`src/rtl/fetch_decode.sv`:
```
// fetch_decode: upstream control stage of the lab CPU, feeding the ALU.
//
// Fetches 16-bit instructions over a request/valid handshake, decodes them
// into the ALU opcode and operand-select fields, issues one execute strobe
// per instruction and resolves beq/bsq branches and halt from the ALU flags.
//
// Ports:
//   CLK         in   system clock, rising edge
//   RST_N       in   asynchronous active-low reset
//   IMEM_REQ    out  fetch request, held until IMEM_VALID
//   IMEM_ADDR   out  fetch address (equals PC)
//   IMEM_VALID  in   IMEM_DATA valid this cycle
//   IMEM_DATA   in   fetched instruction
//   OP          out  opcode to ALU (IR[15:12])
//   SEL_A/B/C   out  register selects (IR[11:8], IR[7:4], IR[3:0])
//   IMM         out  raw 8-bit offset (IR[7:0])
//   EXEC_EN     out  one-cycle execute strobe
//   EQUAL       in   ALU equal flag, sampled at the end of EXEC
//   ZERO        in   ALU zero flag, sampled at the end of EXEC
//   PC          out  current program counter
//   HALTED      out  high while halted
module fetch_decode #(
    parameter int PC_W = 8,
    parameter int IW   = 16
) (
    input  logic            CLK,
    input  logic            RST_N,
    output logic            IMEM_REQ,
    output logic [PC_W-1:0] IMEM_ADDR,
    input  logic            IMEM_VALID,
    input  logic [IW-1:0]   IMEM_DATA,
    output logic [3:0]      OP,
    output logic [3:0]      SEL_A,
    output logic [3:0]      SEL_B,
    output logic [3:0]      SEL_C,
    output logic [7:0]      IMM,
    output logic            EXEC_EN,
    input  logic            EQUAL,
    input  logic            ZERO,
    output logic [PC_W-1:0] PC,
    output logic            HALTED
);

    typedef enum logic [2:0] {
        ST_IDLE   = 3'd0,
        ST_FETCH  = 3'd1,
        ST_DECODE = 3'd2,
        ST_EXEC   = 3'd3,
        ST_HALT   = 3'd4
    } state_t;

    localparam logic [3:0] OP_HALT = 4'd1;
    localparam logic [3:0] OP_BEQ  = 4'd5;
    localparam logic [3:0] OP_BSQ  = 4'd10;

    // Sign-extend the 8-bit offset to PC width; truncation gives modulo-2^PC_W add.
    function automatic logic [PC_W-1:0] sext_off(input logic [7:0] off);
        logic [PC_W+7:0] ext;
        ext = {{PC_W{off[7]}}, off};
        return ext[PC_W-1:0];
    endfunction

    state_t          state_q, state_d;
    logic [IW-1:0]   ir_q, ir_d;
    logic [PC_W-1:0] pc_q, pc_d;
    logic [3:0]      op_q, op_d;
    logic [3:0]      sel_a_q, sel_a_d;
    logic [3:0]      sel_b_q, sel_b_d;
    logic [3:0]      sel_c_q, sel_c_d;
    logic [7:0]      imm_q, imm_d;
    logic            imem_req_q, exec_en_q, halted_q;
    logic            take_branch_s;

    // A branch is taken only when the matching flag is set at the end of EXEC.
    assign take_branch_s = ((op_q == OP_BEQ) && EQUAL) || ((op_q == OP_BSQ) && ZERO);

    // Next-state and datapath update for the fetch/decode/execute sequencer.
    always_comb begin
        state_d = state_q;
        ir_d    = ir_q;
        pc_d    = pc_q;
        op_d    = op_q;
        sel_a_d = sel_a_q;
        sel_b_d = sel_b_q;
        sel_c_d = sel_c_q;
        imm_d   = imm_q;
        case (state_q)
            ST_IDLE: begin
                state_d = ST_FETCH;
            end
            ST_FETCH: begin
                if (IMEM_VALID) begin
                    ir_d    = IMEM_DATA;
                    state_d = ST_DECODE;
                end else begin
                    state_d = ST_FETCH;
                end
            end
            ST_DECODE: begin
                op_d    = ir_q[15:12];
                sel_a_d = ir_q[11:8];
                sel_b_d = ir_q[7:4];
                sel_c_d = ir_q[3:0];
                imm_d   = ir_q[7:0];
                state_d = ST_EXEC;
            end
            ST_EXEC: begin
                if (op_q == OP_HALT) begin
                    // PC is left pointing at the halt instruction.
                    state_d = ST_HALT;
                end else if (take_branch_s) begin
                    pc_d    = pc_q + sext_off(imm_q);
                    state_d = ST_FETCH;
                end else begin
                    pc_d    = pc_q + {{(PC_W-1){1'b0}}, 1'b1};
                    state_d = ST_FETCH;
                end
            end
            ST_HALT: begin
                state_d = ST_HALT;
            end
            default: begin
                state_d = ST_IDLE;
            end
        endcase
    end

    // State, datapath registers and registered strobes; strobes follow the next state
    // so they are high exactly for the cycles spent in the matching state.
    always_ff @(posedge CLK or negedge RST_N) begin
        if (!RST_N) begin
            state_q    <= ST_IDLE;
            ir_q       <= {IW{1'b0}};
            pc_q       <= {PC_W{1'b0}};
            op_q       <= 4'd0;
            sel_a_q    <= 4'd0;
            sel_b_q    <= 4'd0;
            sel_c_q    <= 4'd0;
            imm_q      <= 8'd0;
            imem_req_q <= 1'b0;
            exec_en_q  <= 1'b0;
            halted_q   <= 1'b0;
        end else begin
            state_q    <= state_d;
            ir_q       <= ir_d;
            pc_q       <= pc_d;
            op_q       <= op_d;
            sel_a_q    <= sel_a_d;
            sel_b_q    <= sel_b_d;
            sel_c_q    <= sel_c_d;
            imm_q      <= imm_d;
            imem_req_q <= (state_d == ST_FETCH);
            exec_en_q  <= (state_d == ST_EXEC);
            halted_q   <= (state_d == ST_HALT);
        end
    end

    assign IMEM_REQ  = imem_req_q;
    assign IMEM_ADDR = pc_q;
    assign OP        = op_q;
    assign SEL_A     = sel_a_q;
    assign SEL_B     = sel_b_q;
    assign SEL_C     = sel_c_q;
    assign IMM       = imm_q;
    assign EXEC_EN   = exec_en_q;
    assign PC        = pc_q;
    assign HALTED    = halted_q;

endmodule

```
`config.mk`:
```
export PLATFORM = sky130hd
export DESIGN_NAME = fetch_decode
export DESIGN_NICKNAME = d
export VERILOG_FILES = /design/src/rtl/fetch_decode.sv
export SDC_FILE = /design/constraint.sdc
export NUM_CORES = 1
export LEC_CHECK = 0
export ABC_AREA = 1
export CORE_ASPECT_RATIO = 1.5
export CORE_MARGIN = 2
export CORE_UTILIZATION = 45
export CTS_CLUSTER_SIZE = 20
export DETAILED_ROUTE_END_ITERATION = 8
export PLACE_DENSITY = 0.78
export SYNTH_ARGS = -nofsm -noshare
export SYNTH_HDL_FRONTEND = slang
export SYNTH_SLANG_ARGS = --single-unit
```
`constraint.sdc`:
```
create_clock -name CLK -period 4.4 [get_ports CLK]
set_clock_uncertainty 0.1 [all_clocks]
set_input_delay 1.1 -clock CLK [delete_from_list [all_inputs] [get_ports CLK]]
set_output_delay 1.1 -clock CLK [all_outputs]
set_load 0.02 [all_outputs]
```
* Word level (Yosys, flattened, before mapping) *
Cells that the tools add are included.

word-level totals
  output and inout port bits = 43
  word-level logic and storage cells = 34
  register bits = 54
  input port bits = 21

cells by class
  reduce and logical (&&, ||, !) cells = 6
  bitwise operators = 1
  mux-type cells = 4
  equality and inequality tests = 10
  $add $sub $neg = 2

operator list
  cell                                            count
  one-hot mux 3 bit (5 select lines)              1
  == test 3 x 2 -> 1 bit (second input constant)  3
  adder 8 x 1 -> 8 bit (second input constant)    1
  adder 8 bit                                     1
  2-to-1 mux 8 bit                                1
  == test 3 x 1 -> 1 bit (second input constant)  2
  == test 3 bit (second input constant)           2
  == test 4 x 1 -> 1 bit (second input constant)  1
  == test 4 x 3 -> 1 bit (second input constant)  1
  == test 4 bit (second input constant)           1
  AND reduction 2 bit                             2
  logical NOT 3 bit                               1
  2-to-1 mux 3 bit                                1
  logical AND 1 bit                               2
  2-to-1 mux 2 bit                                1
  logical OR 1 bit                                1
  inverter 1 bit                                  1

* Depth between registers and ports, before layout *
Gate-level depths: netlist (run 1).

  depth after elaboration = 4
  depth in mapped cells = 16
  mapped depth without buffers = 16

* Least setup slack after synthesis (run 1) *
Ideal clock, no wire load.

  kind = in2reg
  start point = in ZERO
  end point = reg pc_q[6], in the netlist IMEM_ADDR[6]
  arrival = 2.714 ns
  setup time = 0.082 ns
  stages = 14
  path buffers = 0
  required time = 4.218 ns
  path slack = 1.504 ns
  path through = nand2_1 -> inv_1 -> nand3_1 -> nand2_1 -> inv_1 -> or2_2 -> ha_1 -> inv_1 -> fa_1 -> o21ai_0 -> nand2_1 -> nand2_1 -> nand2_1 -> a31oi_1

on the way
  cells in the longest elaborated chain, start to end = 3

RTL lines
  item                  RTL line  text
  start, declared       39        input logic ZERO,
  logical AND 1 bit     75        assign take_branch_s = ((op_q == OP_BEQ) && EQUAL) || ((op_q == OP_BSQ) && ZERO);
  logical OR 1 bit      75
  2-to-1 mux 8 bit      111       end else if (take_branch_s) begin
  end signal, assigned  134       pc_q <= {PC_W{1'b0}};
  end signal, assigned  146       pc_q <= pc_d;
  end, declared         65        logic [PC_W-1:0] pc_q, pc_d;

No other way between the ends.
A chain may end at the register's enable or synchronous reset.

* Worst setup path in the final report (run 1) *
Same ends and word-level chain as after synthesis.

==> metrics.yaml, run 1 <==
status:
  status: "complete, no violations"
timing:
  setup_viol: 0
  fmaxAchievable_mhz: 310
  setup_ws_ns: 1.17
  min_period_over_period: 0.734
  finalCriticalPeriod_ns: 3.23
  fin_tns_setup_ns: 0
  drv_slew: 0
  tightestPinTransition_ns: 1.00
  relSlewSlack: 0.330
  rsz0062_at_grt: "false"
  whs_ns: 0.381
  finalHoldViolations: 0
clock_network:
  clk_pin_slew_worst_paths_ns: 0.08
  cts_setup_buffers: 0
  post_cts_resized: 0
  hold_buffers: 0
  cts_buffers: 5
  tritoncts: "done"
  cts_max_path_buffers: 2
  clock_sinks: 46
  root_buffer: "clkbuf_8"
  insertion_delay_ns: 0.30
  h-tree-depth: 2
job:
  drv_cap: 0
placed_design:
  io_buffers: 63
  dp_hpwl_um: 3390
  post-place-ws_ns: 0.870
  globalplace.congestion: 0.895
worst_setup_path:
  critical_path_class: "in2reg"
  arrival_ns: 3.35
  slowest_delay_ns: 0.40
  r2r_start: "OP[2]"
  crit_path_end: "IMEM_ADDR[6]"
  cp_top_family: "buffers and inverters"
  r2r.worst_path.cells: 14
  end_kind: "register"
  cp_max_fo: 6
  r2r_end: "IMEM_ADDR[6]"
  crit_required_ns: 4.52
  reg2reg_slack_ns: 1.92
  cpMostUsedCell: "nand2_1"
  cp.buffers_inverters: 4
  startpoint_type: "input pin"
  crit_chain: "clkdlybuf4s50_1 -> nand2_1 -> inv_1 -> nand3_1 -> nand2_1 -> inv_1 -> or2_2 -> ha_1 -> inv_1 -> fa_1 -> o21ai_0 -> nand2_1 -> nand2_1 -> nand2_1 -> a31oi_1"
  cp_num_cells: 15
  cpMaxStageDelayCell: "clkdlybuf4s50_1"
  critPathLaunch: "ZERO"
detailed_routing:
  route.detailed.drc: 0
  wl_per_cell_um: 12.3
  routed_via_density: 4.78
  final_antenna_net_count: 0
  drt-total-wl_um: 4540
  drt_pre_antenna_iters: 4
  drt_iter0_drc: 78
  via_count: 1758
finish:
  n_fill_cell: 418
  final_nets: 330
  most-common-layout-cells: "clkdlybuf4s50_1, nand2_1, dfrtp_1"
  mostFrequentLayoutCell: "clkdlybuf4s50_1"
  syn2layout_area_growth_pct: 30.0
  drive_gt1_frac: 0.0795
  diodes: 0
pwr:
  p_leak_nw: 1.45
  power.density_nw_per_um2: 729
  max-vdd-ir-drop_v: 0.000392
logic_synthesis:
  syn_area_per_cell_um2: 9.05
  yosysUniqueCellTypes: 23
  yosys.area.top_type: "dfrtp_1"
  synth_area_leaders: "dfrtp_1, nand2_1, inv_1, buf_4, mux2_4"
  synth_area_um2: 2290
  synth.yosys.seq_area_share: 0.503
  yosysWarningCount: 0
  syn_nets: 282
  ys_ff_latch: 46
  synth.top_cell.area_share: 0.503
  syn_inst: 253
floorplan:
  core_area_um2: 4850
  rows: 31
  start_util: 0.472
  ios: 64
  die_h_um: 91.4
  dieArea_um2: 5690
  dieWidth_um: 62.2
global_routing:
  grt_use_total: 0.170
  overflow: 0
  grt_pass1_vias: 1636
  grt_first_pass_wirelength_um: 7640
  grt_max_degree: 47
  antenna_found_initial: 0
min_path:
  min_path_cells: 2
  hold_class: "reg2reg"
[cells by family (layout without fill, tap and decap cells)]
group,Yosys count,count (layout),synth area share
AND/OR/NAND/NOR,91,91,0.168
flip-flops,46,46,0.503
multiplexers,10,10,0.0607
XOR/XNOR,3,3,0.0115
AO/OA/AOI/OAI,37,37,0.0814
adder cells (fa/ha/maj),8,8,0.0470
buffers and inverters,58,107,0.128
[state kept, by name, indices dropped and copies added (netlist names)]
register / flops
ir_q: 16
IMEM_ADDR: 8
OP: 4
SEL_A: 4
SEL_B: 4
SEL_C: 3
state_q: 3
EXEC_EN: 1
HALTED: 1
IMEM_REQ: 1
IMM: 1
[worst min path at each step]
stage / end / startpoint
detailed placement: SEL_A[3] / SEL_A[3]
floorplan: OP[1] / ir_q[13]
CTS: SEL_A[3] / ir_q[11]
global placement: SEL_A[3] / ir_q[11]
global route: OP[1] / ir_q[13]
finish: OP[1] / ir_q[13]
[routing by layer]
metal / wire, um / share of wire / vias up / GRT usage
met5: 0 / 0 / - / 0
met4: 110 / 0.024 / 0 / 0.0852
met3: 186 / 0.041 / 9 / 0.0310
met2: 2400 / 0.53 / 43 / 0.304
met1: 1840 / 0.40 / 830 / 0.194
li1: - / - / 876 / -
[cell type report]
class / instances / area, um2 / area share
Timing Repair Buffer: 63 / 626 / 0.210
Clock inverter: 3 / 68.8 / 0.0231
Multi-Input combinational cell: 149 / 845 / 0.284
Sequential cell: 46 / 1150 / 0.387
Inverter: 36 / 135 / 0.0454
Clock buffer: 5 / 68.8 / 0.0231
Tap cell: 66 / 82.6 / 0.0277
[stage by stage]
stage,instances,instance area (um2),power (W),util
4_1_cts,368,2980,0.00219,0.614
3_5_place_dp,360,2840,0.00182,0.586
6_report,368,2980,0.00217,0.614
3_3_place_gp,360,2840,0.00178,0.586
2_1_floorplan,253,2290,0.00145,-
5_1_grt,368,2980,0.00231,0.614
[power by group]
part | leakage, nW | switching [W] | total (W) | internal (W)
combinational | 0.826 | 0.000557 | 0.00105 | 0.000488
sequential | 0.561 | 0.000137 | 0.000750 | 0.000613
clock | 0.0683 | 0.000146 | 0.000374 | 0.000227
[Yosys cell counts]
cell type and count:
nand2_1 57, dfrtp_1 46, inv_1 35, o21ai_0 21, nor2_1 19, buf_4 17, a21oi_1 11, nand3_1 11
ha_1 7, mux2_4 7, buf_2 4, o21ai_1 4, mux2_2 3, xor2_1 2, a31oi_1 1, buf_6 1
fa_1 1, inv_2 1, nand3_4 1, nor2_4 1, nor3_2 1, or2_2 1, xnor2_1 1
[tightest hold or removal path: stages (launching register included)]
cell     delay (ns)
dfrtp_1        0.35
nand2_1        0.05
nand2_1        0.06
No activity file was read; power rests on OpenSTA's default activity.
==> run 2: changes to the inputs <==
==> constraint.sdc (replaced) <==
create_clock -name CLK -period 3.33 [get_ports CLK]
set_clock_uncertainty 0.1 [all_clocks]
set_input_delay 0.8325 -clock CLK [delete_from_list [all_inputs] [get_ports CLK]]
set_output_delay 0.8325 -clock CLK [all_outputs]
set_load 0.02 [all_outputs]
==> metrics.yaml, run 2 (synthesis gave the netlist of run 1 again) <==
status:
  status: "complete, no violations"
finish:
  largest_reg_flops: 16
  final_nets: 332
  regMostFlops: "ir_q"
  diodes: 0
  most-common-layout-cells: "clkdlybuf4s50_1, nand2_1, dfrtp_1"
  mostFrequentLayoutCell: "clkdlybuf4s50_1"
  drive_gt1_frac: 0.0855
  syn2layout_area_growth_pct: 29.6
  finalInstanceArea_um2: 2970
  n_fill_cell: 414
  fin_util: 0.612
floorplan:
  start_util: 0.472
  ios: 64
  dieWidth_um: 62.2
  rows: 31
  core_area_um2: 4850
  die_h_um: 91.4
  dieArea_um2: 5690
timing:
  drv_slew: 0
  fmaxAchievable_mhz: 347
  finalHoldViolations: 0
  whs_ns: 0.381
  fin_tns_setup_ns: 0
  relSlewSlack: 0.342
  setup_viol: 0
  tightestPinTransition_ns: 0.987
  min_period_over_period: 0.865
  setup_ws_ns: 0.448
  rsz0062_at_grt: "false"
  finalCriticalPeriod_ns: 2.88
detailed_routing:
  drt-total-wl_um: 4450
  drt_iter0_drc: 51
  drt_pre_antenna_iters: 4
  route.detailed.drc: 0
  wl_per_cell_um: 12.0
  routed_via_density: 4.72
  via_count: 1748
  final_antenna_net_count: 0
worst_setup_path:
  cp_max_fo: 5
  critical_path_class: "in2reg"
  end_kind: "register"
  startpoint_type: "input pin"
  crit_required_ns: 3.46
  arrival_ns: 3.01
placed_design:
  post-place-ws_ns: 0.145
  place_area_um2: 2850
  globalplace.congestion: 0.930
  io_buffers: 63
  dp_hpwl_um: 3360
job:
  drv_cap: 0
clock_network:
  cts_buffers: 5
  clock_sinks: 46
  insertion_delay_ns: 0.30
  post_cts_resized: 0
  clk_pin_slew_worst_paths_ns: 0.09
  cts_max_path_buffers: 2
  hold_buffers: 0
  h-tree-depth: 2
  tritoncts: "done"
  cts_setup_buffers: 0
  root_buffer: "clkbuf_8"
global_routing:
  grt_first_pass_wirelength_um: 7600
  grt_use_total: 0.169
  overflow: 0
  grt_max_degree: 47
  grt_pass1_vias: 1714
  antenna_found_initial: 0
pwr:
  p_leak_nw: 1.45
  max-vdd-ir-drop_v: 0.000522
  power.density_nw_per_um2: 941
min_path:
  hold_class: "reg2reg"
==> run 2: changes by cell type in the layout (fill, tap and decap cells not counted) <==
cell,change
clkinv_2,+1
inv_6,+1
buf_4,+2
bufinv_16,-1
clkinv_4,-1
==> run 2: routing by layer <==
metal | GRT usage | wire [um] | vias to the layer above
met3 | 0.0520 | 223 | 13
met2 | 0.296 | 2340 | 45
met1 | 0.177 | 1710 | 812
met4 | 0.100 | 173 | 0
li1 | - | - | 878
met5 | 0 | 0 | -
==> run 2: worst paths after layout <==
path,from,end,slack (ns),depth (start not counted)
max in group asynchronous,RST_N,SEL_A[2],1.94,1
min,SEL_A[3],SEL_A[3],0.38,2
min reg2reg,SEL_A[3],SEL_A[3],0.38,2
min in group asynchronous,RST_N,IMEM_ADDR[2],0.57,1
max,ZERO,IMEM_ADDR[6],0.45,15
max reg2reg,OP[3],IMEM_ADDR[6],0.93,14
==> run 2: area by class of cell <==
cell class                 instances  area [um2]  area share
sequential                        46        1150       0.388
clock buffer                       5        68.8      0.0232
inverter                          36         135      0.0456
tap                               66        82.6      0.0278
multi-input combinational        149         845       0.285
timing repair buffer              65         641       0.216
clock inverter                     3        43.8      0.0148
==> run 2: critical path, cell delays in order <==
cell and delay, ns:
clkdlybuf4s50_1 0.40, nand2_1 0.06, inv_1 0.04, nand3_1 0.07, nand2_1 0.15, inv_1 0.10, or2_2 0.10, ha_1 0.15
inv_1 0.05, fa_1 0.40, o21ai_0 0.31, nand2_1 0.11, nand2_1 0.08, nand2_1 0.05, a31oi_1 0.11
==> run 2: report_power, final <==
| group | switching [W] | internal [W] | total [W] |
|---|---|---|---|
| sequential | 0.000175 | 0.000809 | 0.000984 |
| clock | 0.000194 | 0.000225 | 0.000419 |
| combinational | 0.000736 | 0.000651 | 0.00139 |
| total | 0.00111 | 0.00169 | 0.00279 |
==> run 2: through the flow <==
stage | power, W | std cells
6_report | 0.00279 | 370
2_1_floorplan | 0.00191 | 253
3_5_place_dp | 0.00240 | 362
4_1_cts | 0.00283 | 370
5_1_grt | 0.00300 | 370
3_3_place_gp | 0.00236 | 362
